==> src/rtl/conv_encoder_framer_pkg.sv <==
// Shared definitions for the rate-1/2 convolutional encoder and its Viterbi decoder:
// constraint-length type, generator table, framing FSM states and the parity function.
package conv_encoder_framer_pkg;

  typedef logic [2:0] k_t;

  localparam k_t K_MIN = 3'd3;
  localparam k_t K_MAX = 3'd6;

  typedef enum logic [1:0] {IDLE, DATA, TAIL} state_t;

  // {G0, G1} in octal, the MSB of each tap set touches the current bit.
  localparam logic [11:0] GEN_TABLE [K_MIN:K_MAX] = '{
    {6'o07, 6'o05},
    {6'o17, 6'o15},
    {6'o23, 6'o35},
    {6'o53, 6'o75}
  };

  function automatic k_t k_sanitize(input k_t k);
    return (k >= K_MIN && k <= K_MAX) ? k : K_MIN;
  endfunction

  // window[0] is the current bit, window[i] the bit accepted i steps earlier.
  function automatic logic [1:0] conv_parity(input logic [5:0] window, input k_t k);
    logic [11:0] gens;
    logic [5:0]  g0;
    logic [5:0]  g1;
    logic [2:0]  tap;
    logic [1:0]  p;
    k_t          ks;
    ks   = k_sanitize(k);
    gens = GEN_TABLE[ks];
    g0   = gens[11:6];
    g1   = gens[5:0];
    p    = 2'b00;
    for (int i = 0; i < 6; i++) begin
      if (3'(i) < ks) begin
        tap  = ks - 3'd1 - 3'(i);
        p[1] = p[1] ^ (window[i] & g0[tap]);
        p[0] = p[0] ^ (window[i] & g1[tap]);
      end
    end
    return p;
  endfunction

endpackage

==> src/rtl/conv_encoder_framer.sv <==
// Rate-1/2 convolutional encoder with frame handling and optional zero tail so the
// trellis terminates in state 0; one 2-bit symbol per cycle through a single output slot.
module conv_encoder_framer
  import conv_encoder_framer_pkg::*;
#(
  parameter bit TAIL_EN = 1'b1
) (
  input  logic       clk,
  input  logic       rst_n,
  input  logic [2:0] choose_constraint_length,
  input  logic       in_bit,
  input  logic       in_valid,
  input  logic       in_last,
  output logic       in_ready,
  output logic [1:0] encoded_bits,
  output logic       out_valid,
  output logic       out_last,
  input  logic       out_ready,
  output logic       busy
);

  state_t      state;
  k_t          k_q;
  logic [4:0]  hist;
  logic [2:0]  tail_cnt;
  logic [1:0]  sym_p1;
  logic        vld_p1;
  logic        last_p1;
  logic        rdy_en;

  logic        slot_free;
  logic        accept;
  logic        tail_go;
  logic        emit;
  logic        last_done;
  logic        shift_bit;
  k_t          k_cur;
  logic [1:0]  sym_next;

  assign slot_free = !vld_p1 || out_ready;
  // rdy_en keeps in_ready low for the first cycle after reset release.
  assign in_ready  = rdy_en && slot_free && (state != TAIL) && !(vld_p1 && last_p1);
  assign accept    = in_valid && in_ready;
  assign tail_go   = (state == TAIL) && slot_free && (tail_cnt != 3'd0);
  assign emit      = accept || tail_go;
  assign last_done = vld_p1 && last_p1 && out_ready;
  assign shift_bit = accept ? in_bit : 1'b0;
  assign k_cur     = (state == IDLE) ? k_sanitize(choose_constraint_length) : k_q;
  assign sym_next  = conv_parity({hist, shift_bit}, k_cur);

  assign encoded_bits = sym_p1;
  assign out_valid    = vld_p1;
  assign out_last     = last_p1;
  assign busy         = (state != IDLE);

  // ---- p0 -> p1: encode accepted or tail bit into the output slot ----
  always_ff @(posedge clk or negedge rst_n) begin
    if (!rst_n) begin
      state    <= IDLE;
      k_q      <= K_MIN;
      hist     <= '0;
      tail_cnt <= '0;
      sym_p1   <= '0;
      vld_p1   <= 1'b0;
      last_p1  <= 1'b0;
      rdy_en   <= 1'b0;
    end else begin
      rdy_en <= 1'b1;
      if (slot_free) begin
        vld_p1  <= 1'b0;
        last_p1 <= 1'b0;
      end
      if (emit) begin
        sym_p1 <= sym_next;
        vld_p1 <= 1'b1;
        hist   <= {hist[3:0], shift_bit};
      end
      case (state)
        IDLE: begin
          if (accept) begin
            k_q <= k_cur;
            if (!in_last) begin
              state <= DATA;
            end else if (TAIL_EN) begin
              state    <= TAIL;
              tail_cnt <= k_cur - 3'd1;
            end else begin
              last_p1 <= 1'b1;
              hist    <= '0;
            end
          end
        end
        DATA: begin
          if (accept && in_last) begin
            if (TAIL_EN) begin
              state    <= TAIL;
              tail_cnt <= k_q - 3'd1;
            end else begin
              last_p1 <= 1'b1;
            end
          end else if (!TAIL_EN && last_done) begin
            state <= IDLE;
            hist  <= '0;
          end
        end
        TAIL: begin
          if (tail_go) begin
            tail_cnt <= tail_cnt - 3'd1;
            if (tail_cnt == 3'd1) last_p1 <= 1'b1;
          end
          if (last_done) begin
            state <= IDLE;
            hist  <= '0;
          end
        end
        default: state <= IDLE;
      endcase
    end
  end

endmodule

==> config.mk <==
export PLATFORM = sky130hd
export DESIGN_NAME = conv_encoder_framer
export DESIGN_NICKNAME = d
export VERILOG_FILES = /design/src/rtl/conv_encoder_framer_pkg.sv /design/src/rtl/conv_encoder_framer.sv
export SDC_FILE = /design/constraint.sdc
export NUM_CORES = 1
export LEC_CHECK = 0
export BUFFER_PORTS_ARGS = -buffer_cell sky130_fd_sc_hd__buf_4
export CORE_ASPECT_RATIO = 0.5
export CORE_MARGIN = 2
export CORE_UTILIZATION = 44
export DETAILED_ROUTE_END_ITERATION = 8
export MAX_ROUTING_LAYER = met4
export RECOVER_POWER = 25
export SLEW_MARGIN = 20
export SYNTH_ARGS = -nofsm -noshare
export SYNTH_HDL_FRONTEND = slang
export SYNTH_SLANG_ARGS = --single-unit
==> constraint.sdc <==
create_clock -name clk -period 3.7 [get_ports clk]
set_input_delay 0.185 -clock clk [delete_from_list [all_inputs] [get_ports clk]]
set_output_delay 0.185 -clock clk [all_outputs]
set_load 0.05 [all_outputs]
Word-level counts from Yosys, hierarchy flattened

Memories as Yosys holds them, arrays and structs flattened.
Index checks and enable logic that the tools add are counted.

Add/subtract/negate cells: 9
Order comparisons: 17
Eq/ne operators: 9
Muxes and demuxes: 55
Bitwise operators: 23
Reductions and logical operators: 23

Operators by type and width:

| cell                                                   | count |
|---|---|
| binary-select mux 1 bit (select 3 bit)                 | 12 |
| < comparator 3 x 4 -> 1 bit (second input constant)    | 6 |
| 2-to-1 mux 12 bit                                      | 2 |
| 2-to-1 mux 3 bit                                       | 7 |
| 2-to-1 mux 2 bit                                       | 10 |
| 2-to-1 mux 1 bit                                       | 19 |
| 2-to-1 mux 5 bit                                       | 3 |
| subtractor 3 x 1 -> 3 bit (second input constant)      | 5 |
| bitwise AND 1 bit                                      | 12 |
| != test 2 bit (second input constant)                  | 6 |
| logical AND 1 bit                                      | 11 |
| XOR 1 bit                                              | 10 |
| one-hot mux 3 bit (3 select lines)                     | 1 |
| >= comparator 3 x 2 -> 1 bit (second input constant)   | 2 |
| less-or-equal comparator 3 bit (second input constant) | 2 |
| < comparator 1 x 3 -> 1 bit (first input constant)     | 2 |
| < comparator 2 x 3 -> 1 bit (first input constant)     | 2 |
| < comparator 3 bit (first input constant)              | 2 |
| one-hot mux 2 bit (3 select lines)                     | 1 |
| nonzero test 3 bit                                     | 2 |
| subtractor 3 x 2 -> 3 bit (second input constant)      | 2 |
| subtractor 3 bit (second input constant)               | 2 |
| AND reduction 5 bit                                    | 1 |
| >= comparator 4 bit (second input constant)            | 1 |
| other kinds (10)                                       | 13 |

Register bits: 18
ROM bits: 96
Output and inout bits: 6
Memories kept: 1

Memory list:

| memory           | words | bits a word | read ports | clocked after memory_dff | wr ports | RTL line                      | RTL |
|---|---|---|---|---|---|---|---|
| (name not given) | 8     | 12          | 1          | 0                        | 0        | conv_encoder_framer_pkg.sv:33 | `gens = GEN_TABLE[ks];` |

Depth between registers and ports, before layout

Gate-level depths: netlist of the first run.

Word-level depth: 25
Gate-level depth with buffers: 15

Least setup slack after synthesis of the first run

No wires, ideal clock.

Kind: reg2reg
Start: reg state[1]
End: reg sym_p1[1] (netlist: encoded_bits[1])
Library setup time: 125 ps
Data arrival time: 3191 ps
Path slack: 384 ps
Cell stages (with the launch flop): 15
Path through: dfrtp_1 > buf_6 > or4b_4 > o31a_4 > inv_1 > ha_1 > inv_1 > ha_1 > clkbuf_1 > xnor2_1 > o2111ai_1 > a21oi_1 > xor3_2 > xnor2_1 > mux2_2

Word-level cells in the longest chain between the ends: 23

Ends and longest elaborated chain:

| item                                                                                  | RTL line                      | RTL |
|---|---|---|
| from (decl)                                                                           | conv_encoder_framer.sv:22     | `state_t state;` |
| from (signal assigned)                                                                | conv_encoder_framer.sv:59     | `state <= IDLE;` |
| from (signal assigned)                                                                | conv_encoder_framer.sv:83     | `state <= DATA;` |
| from (signal assigned)                                                                | conv_encoder_framer.sv:85     | `state <= TAIL;` |
| logical NOT 2 bit                                                                     | conv_encoder_framer.sv:48     | `assign k_cur = (state == IDLE) ? k_sanitize(choose_constraint_length) : k_q;` |
| 2-to-1 mux 3 bit                                                                      | conv_encoder_framer.sv:48     |  |
| >= comparator 3 x 2 -> 1 bit / less-or-equal comparator 3 bit (equally long branches) | conv_encoder_framer_pkg.sv:21 | `return (k >= K_MIN && k <= K_MAX) ? k : K_MIN;` |
| logical AND 1 bit                                                                     | conv_encoder_framer_pkg.sv:21 |  |
| 2-to-1 mux 3 bit                                                                      | conv_encoder_framer_pkg.sv:21 |  |
| NOT 3 -> 4 bit (not written as such)                                                  | conv_encoder_framer_pkg.sv:33 |  |
| memory read (8 x 12 bit)                                                              | --                            |  |
| 2-to-1 mux 12 bit (not written as such) (2 in a row)                                  | conv_encoder_framer_pkg.sv:33 |  |
| (+6 left out)                                                                         | --                            |  |
| XOR 1 bit                                                                             | conv_encoder_framer_pkg.sv:40 | `p[1] = p[1] ^ (window[i] & g0[tap]);` |
| 2-to-1 mux 2 bit                                                                      | conv_encoder_framer_pkg.sv:38 | `if (3'(i) < ks) begin` |
| XOR 1 bit                                                                             | conv_encoder_framer_pkg.sv:40 |  |
| 2-to-1 mux 2 bit                                                                      | conv_encoder_framer_pkg.sv:38 |  |
| XOR 1 bit                                                                             | conv_encoder_framer_pkg.sv:40 |  |
| 2-to-1 mux 2 bit                                                                      | conv_encoder_framer_pkg.sv:38 |  |
| XOR 1 bit                                                                             | conv_encoder_framer_pkg.sv:40 |  |
| 2-to-1 mux 2 bit                                                                      | conv_encoder_framer_pkg.sv:38 |  |
| to (signal assigned)                                                                  | conv_encoder_framer.sv:74     | `sym_p1 <= sym_next;` |
| to (decl)                                                                             | conv_encoder_framer.sv:26     | `logic [1:0] sym_p1;` |

Parallel ways exist; a longest one is shown, timed or not. The select of a mux whose other input is x is not followed.
A chain may end at the register's enable or synchronous reset.

Worst setup path after layout of the first run

Ends and elaborated chain as after synthesis.

==> results of run 1 <==
==> worst max path at each step <==
stage          cells past startpoint                  from                     endpoint  slack, ns
3_5_place_dp                      12  state[1]$_DFFE_PN0P_  encoded_bits[1]$_DFFE_PN0N_       0.32
2_1_floorplan                     14  state[1]$_DFFE_PN0P_  encoded_bits[1]$_DFFE_PN0N_       0.38
4_1_cts                           12  state[1]$_DFFE_PN0P_  encoded_bits[1]$_DFFE_PN0N_       0.29
3_3_place_gp                      12  state[1]$_DFFE_PN0P_  encoded_bits[1]$_DFFE_PN0N_       0.37
6_report                          12  state[1]$_DFFE_PN0P_  encoded_bits[1]$_DFFE_PN0N_       0.26
5_1_grt                           12  state[1]$_DFFE_PN0P_  encoded_bits[1]$_DFFE_PN0N_       0.07
==> sequential cells by signal, summed over array words and instances (netlist names) <==
name	flops
hist	5
k_q	3
tail_cnt	3
encoded_bits	2
state	2
out_last	1
out_valid	1
rdy_en	1
==> cells in the mapped netlist (2+ instances only) <==
cell type,number
a211oi_1,2
a21boi_0,2
a21oi_1,9
a31oi_1,4
clkbuf_1,3
dfrtp_1,16
dfstp_2,2
ha_1,8
inv_1,14
mux2_2,3
mux2i_1,5
nand2_1,17
nand2b_1,3
nand3_1,5
nor2_1,12
nor2b_1,2
o2111ai_1,2
o211ai_1,2
o21a_1,3
o21ai_0,11
o22ai_1,4
or3_1,2
xnor2_1,7
xor2_1,2
==> where the power goes <==
part	switching [W]	internal (W)
clock	0.0000715	0.0000946
sequential	0.0000866	0.000288
combinational	0.000535	0.000381
total	0.000693	0.000764
==> cells by family after synthesis <==
logic type	count (synthesis)	share of synthesized area [%]
AND/OR/NAND/NOR	47	16.2
adder cells (fa/ha/maj)	8	7.16
buffers and inverters	18	5.37
AO/OA/AOI/OAI	49	24.1
flip-flops	18	32.4
multiplexers	9	7.07
other	1	0.268
XOR/XNOR	10	7.43
==> stage by stage <==
step	cell area [um2]	cells	power, W	util [%]
global placement	1540	211	0.00128	51.0
global route	1610	216	0.00160	53.3
detailed placement	1540	211	0.00128	51.0
finish	1610	216	0.00146	53.3
floorplan	1400	160	0.00108	-
CTS	1600	216	0.00146	53.2
==> worst register-to-register path: cells and delay by family (launching register included) <==
kind,cells,cell delay (ns)
xor gates and xnor gates,3,0.89
and+or+nand+nor,1,0.61
adders and majority gates,2,0.52
DFF,1,0.47
AOI/OAI and AO/OA,3,0.46
muxes,1,0.25
buffers and inverters,2,0.11
==> layer usage <==
layer	wire length, um	track usage [%]	vias up
met5	0	-	-
met4	31	5.81	0
met3	127	4.76	4
met2	1220	25.6	26
met1	1650	28.2	553
li1	-	-	598
==> final cells by class <==
class / instances / area share [%]
repair buffers: 16 / 7.40
multi-input cells: 124 / 54.6
clock buffers: 4 / 3.43
flip-flops and latches: 18 / 28.2
inverters: 14 / 3.27
well taps: 40 / 3.12
==> what timing repair did <==
item	in CTS	in global routing
resized for setup	0	1
hold buffers	1	0
setup buffers	0	0
endpoints found under the setup margin	0	1
endpoints found under the hold margin	16	0
==> out/qor.yml, run 1 <==
max_freq_mhz: 291
tns_ns: 0
synth.avg_cell_area_um2: 8.73
synth-edff-count: 0
first_pass_iters: 4
place_hpwl_um: 2290
slew_headroom_pct: 33.3
setup-violations-final: 0
startpoint_type: "flip-flop"
fin_crit_ns: 3.44
fin_crit_sh_pct: 93.0
io-pin-count: 15
setup_slack_ns: 0.260
hold_viol: 0
leakage_nw: 0.754
fillers: 297
peakVddDrop_uv: 379
synth_cell_types: 44
ff_latch_area_um2: 453
r2r_start: "state[1]$_DFFE_PN0P_"
holdCritStartpoint: "choose_constraint_length[2]"
drv_cap: 0
viasPerCell: 5.47
pre_cts_slack_ns: 0.317
multi_input_area_um2: 876
status: "complete, no violations"
worstPathArrival_ns: 3.58
port_buffers: 14
cp_num_buf_inv: 2
ant_nets: 0
reg2reg_depth: 12
path_class: "reg -> reg"
holdPathStages: 2
fin_skew_ns: 0.00634
drc_errors: 0
place_congestion: 0.849
ys_top_cells_by_area: "dfrtp_1 29%, ha_1 7.2%, nand2_1 4.6%, xnor2_1 4.4%, o21ai_0 3.9%"
critPathSlowestCell: "or4b_4"
r2r_slack_ns: 0.26
antennaDiodeCount: 0
fin_nets: 194
worstMarginPinSlew_ns: 1.00
antenna_found_initial: 0
vias: 1181
routedWlPerCell_um: 14.0
clk_path_buf_depth: 2
tritoncts: "yes"
drt-total-wl_um: 3030
async_reset_ff_share_pct: 100
yosys_warnings: 0
drtIter0Drc: 73
ys_seq_area_share_pct: 32.4
critPathMaxFanout: 10
synth-seq-cells: 18
cpPeakStageDelay_ns: 0.60
area.growth.synth_to_final_pct: 14.9
numCtsBuffers: 3
cts_sinks: 18
dieArea_mm2: 0.00367
grt_max_degree: 19
final-max-slew-violation-count: 0
synth_ff_type: "dfrtp_1"
start_util_pct: 46.4
yosysTopAreaCell: "dfrtp_1"
powerDensity_mw_per_mm2: 907
die_w_um: 83.7
hold_path_class: "in -> reg"
overflow: 0
syn_inst: 160
coreArea_mm2: 0.00301
layout_commonest_cell: "nand2_1"
mostFrequentLayoutCells: "17 x nand2_1, 16 x dfrtp_1, 14 x inv_1, 14 x buf_4, 12 x nor2_1"
grt_pass1_vias: 1092
clockRootBuffer: "clkbuf_8"
whs_ns: 0.0973
drive_above_1_share_pct: 18.2
clkLatencyLatePin_ns: 0.26
synth_nets: 177
synth_area_mm2: 0.00140
crit_family: "XOR/XNOR gates"
grt_usage_pct: 19.2
clk_pin_slew_ns: 0.08
grt_pass1_wl_um: 5280
crit_chain: "or4b_4 > o31a_4 > inv_1 > ha_1 > inv_1 > ha_1 > xnor2_1 > o2111ai_1 > a21oi_1 > xor3_2 > xnor2_1 > mux2_2"
min_to: "k_q[0]$_DFFE_PN1P_"
synth_top_area_share_pct: 28.6
cts.htree.levels: 1
fp-row-count: 14
r2r_end: "encoded_bits[1]$_DFFE_PN0N_"
required_ns: 3.84
die_y_um: 43.9
end_kind: "flip-flop"
rsz0062_at_grt: "false"
Note: power is estimated with default switching activity, not from simulation.
==> inputs of run 2 (changes only) <==
--- a/config.mk
+++ b/config.mk
@@ -6,11 +6,11 @@
 export NUM_CORES = 1
 export LEC_CHECK = 0
 export BUFFER_PORTS_ARGS = -buffer_cell sky130_fd_sc_hd__buf_4
-export CORE_ASPECT_RATIO = 0.5
 export CORE_MARGIN = 2
-export CORE_UTILIZATION = 44
+export CORE_UTILIZATION = 58
 export DETAILED_ROUTE_END_ITERATION = 8
 export MAX_ROUTING_LAYER = met4
+export PLACE_DENSITY = 0.79
 export RECOVER_POWER = 25
 export SLEW_MARGIN = 20
 export SYNTH_ARGS = -nofsm -noshare
==> run 2 against run 1 <==
Flip-flop and latch count did not move. Final cell count fell by 5.6%. First-iteration DRC count fell by 64%. Via count rose by 4.0%. Clock skew fell by 0.0014 ns. Combinational power barely moved. Sequential power rose by 1%. Non-clock buffer count did not move. Sequential share of layout area rose by 0.61 points. Hold slack got worse by 0.036 ns. Final area fell by 2.1%. Global-route usage rose by 5.3 points. Largest power group unchanged.
==> out/qor.yml, run 2 (synthesized netlist as in run 1, its figures left out) <==
fin_skew_ns: 0.00490
clockRootBuffer: "clkbuf_4"
whs_ns: 0.0617
setup-violations-final: 0
slew_headroom_pct: 33.4
area.growth.synth_to_final_pct: 12.4
tns_ns: 0
critPathMaxFanout: 10
place_hpwl_um: 2380
rsz0062_at_grt: "false"
cts.htree.levels: 1
p_seq_share_pct: 26.6
worstMarginPinSlew_ns: 0.999
crit_chain: "or4b_4 > o31a_4 > inv_1 > ha_1 > inv_1 > ha_1 > xnor2_1 > o2111ai_1 > a21oi_1 > xor3_2 > xnor2_1 > mux2_2"
port_buffers: 14
setup_slack_ns: 0.258
io-pin-count: 15
r2r_end: "encoded_bits[1]$_DFFE_PN0N_"
vias: 1228
dieArea_mm2: 0.00282
clk_path_buf_depth: 2
drive_above_1_share_pct: 18.2
crit_path_start: "state[1]$_DFFE_PN0P_"
reg2reg_depth: 12
largest-register: "hist"
ant_nets: 0
worstPathArrival_ns: 3.64
ff_latch_area_um2: 453
start_util_pct: 62.0
routedWlPerCell_um: 14.9
p_clk_share_pct: 8.8
postCtsSetupRepairBufs: 0
tritoncts: "yes"
drtIter0Drc: 26
layout_commonest_cell: "nand2_1"
multi_input_area_um2: 876
fin_nets: 194
leakage_nw: 0.746
top_regs: "hist (5), k_q (3), tail_cnt (3)"
worstSetupEndpoint: "encoded_bits[1]$_DFFE_PN0N_"
required_ns: 3.90
drt-total-wl_um: 3040
first_pass_iters: 5
mostFrequentLayoutCells: "17 x nand2_1, 16 x dfrtp_1, 14 x inv_1, 14 x buf_4, 12 x nor2_1"
end_kind: "flip-flop"
final-max-slew-violation-count: 0
fin_crit_ns: 3.44
r2r_slack_ns: 0.26
die_y_um: 53.1
p_total_w: 0.00142
cts_sinks: 18
hold_path_class: "in -> reg"
clk_pin_slew_ns: 0.11
grt_pass1_wl_um: 4910
place_congestion: 0.866
numCtsBuffers: 3
powerDensity_mw_per_mm2: 905
power.switching_w: 0.000696
grt_max_degree: 19
largest_reg_flops: 5
grt_usage_pct: 24.5
coreArea_mm2: 0.00225
drc_errors: 0
fillers: 176
post-route-util_pct: 69.7
fin_crit_sh_pct: 93.0
overflow: 0
max_freq_mhz: 291
netSwitchingFraction_pct: 48.9
status: "complete, no violations"
path_class: "reg -> reg"
clkLatencyLatePin_ns: 0.30
grt_pass1_vias: 1159
critPathSlowestCell: "or4b_4"
antennaDiodeCount: 0
drv_cap: 0
pwr-share-comb_pct: 64.6
pre_cts_slack_ns: 0.224
die_w_um: 53.1
r2r_start: "state[1]$_DFFE_PN0P_"
startpoint_type: "flip-flop"
peakVddDrop_uv: 477
p_int_w: 0.000727
hold_viol: 0
cpPeakStageDelay_ns: 0.60
viasPerCell: 6.02
antenna_found_initial: 0
fp-row-count: 17
==> run 2: worst min-delay path by stage <==
stage | start | to | slack (ns) | cells past startpoint
after global placement | rst_n | out_valid$_DFFE_PN0P_ | 0.06 | 1
after global routing | choose_constraint_length[2] | k_q[0]$_DFFE_PN1P_ | 0.05 | 2
after detailed placement | rst_n | rdy_en$_DFF_PN0_ | 0.07 | 1
final | choose_constraint_length[2] | k_q[1]$_DFFE_PN1P_ | 0.06 | 2
after CTS | choose_constraint_length[2] | k_q[1]$_DFFE_PN1P_ | 0.06 | 2
after floorplan | rst_n | encoded_bits[0]$_DFFE_PN0N_ | -0.11 | 0
==> run 2: area by class of cell <==
| cell class | count | share of cell area, % |
|---|---|---|
| inverters | 14 | 3.34 |
| flip-flops and latches | 18 | 28.8 |
| multi-input cells | 124 | 55.7 |
| well taps | 28 | 2.23 |
| clock buffers | 4 | 2.31 |
| repair buffers | 16 | 7.56 |
==> run 2: power groups by stage <==
stage / clock network (W) / registers [W] / logic [W]
CTS: 0.000123 / 0.000376 / 0.000915
detailed placement: 0 / 0.000381 / 0.000907
global placement: 0 / 0.000371 / 0.000885
floorplan: 0 / 0.000400 / 0.000684
global route: 0.000132 / 0.000391 / 0.00100
finish: 0.000125 / 0.000379 / 0.000919
==> run 2: worst max-delay path: cells and delay by family, from the launching register on <==
kind	cells	cell delay, ns
XOR/XNOR	3	0.92
AND/OR/NAND/NOR	1	0.60
adder cells (fa/ha/maj)	2	0.52
flip-flops	1	0.49
AO/OA/AOI/OAI	3	0.45
multiplexers	1	0.25
buffers and inverters	2	0.11
==> run 2: per-layer routing <==
metal | global-route usage (%) | share of wire (%)
met3 | 4.52 | 5.0
met5 | - | 0
met2 | 45.4 | 50
met4 | 3.42 | 0.26
met1 | 27.9 | 44
==> run 2: timing repair <==
action,4_1_cts,5_1_grt
gates resized for setup,0,1
endpoints found under the hold margin,18,0
hold buffers,1,0
setup endpoints to repair,0,2
==> run 2: through the flow <==
| step | instances | area [um2] |
|---|---|---|
| 3_5_place_dp | 199 | 1520 |
| 2_1_floorplan | 160 | 1400 |
| 3_3_place_gp | 199 | 1520 |
| 4_1_cts | 204 | 1570 |
| 5_1_grt | 204 | 1570 |
| 6_report | 204 | 1570 |
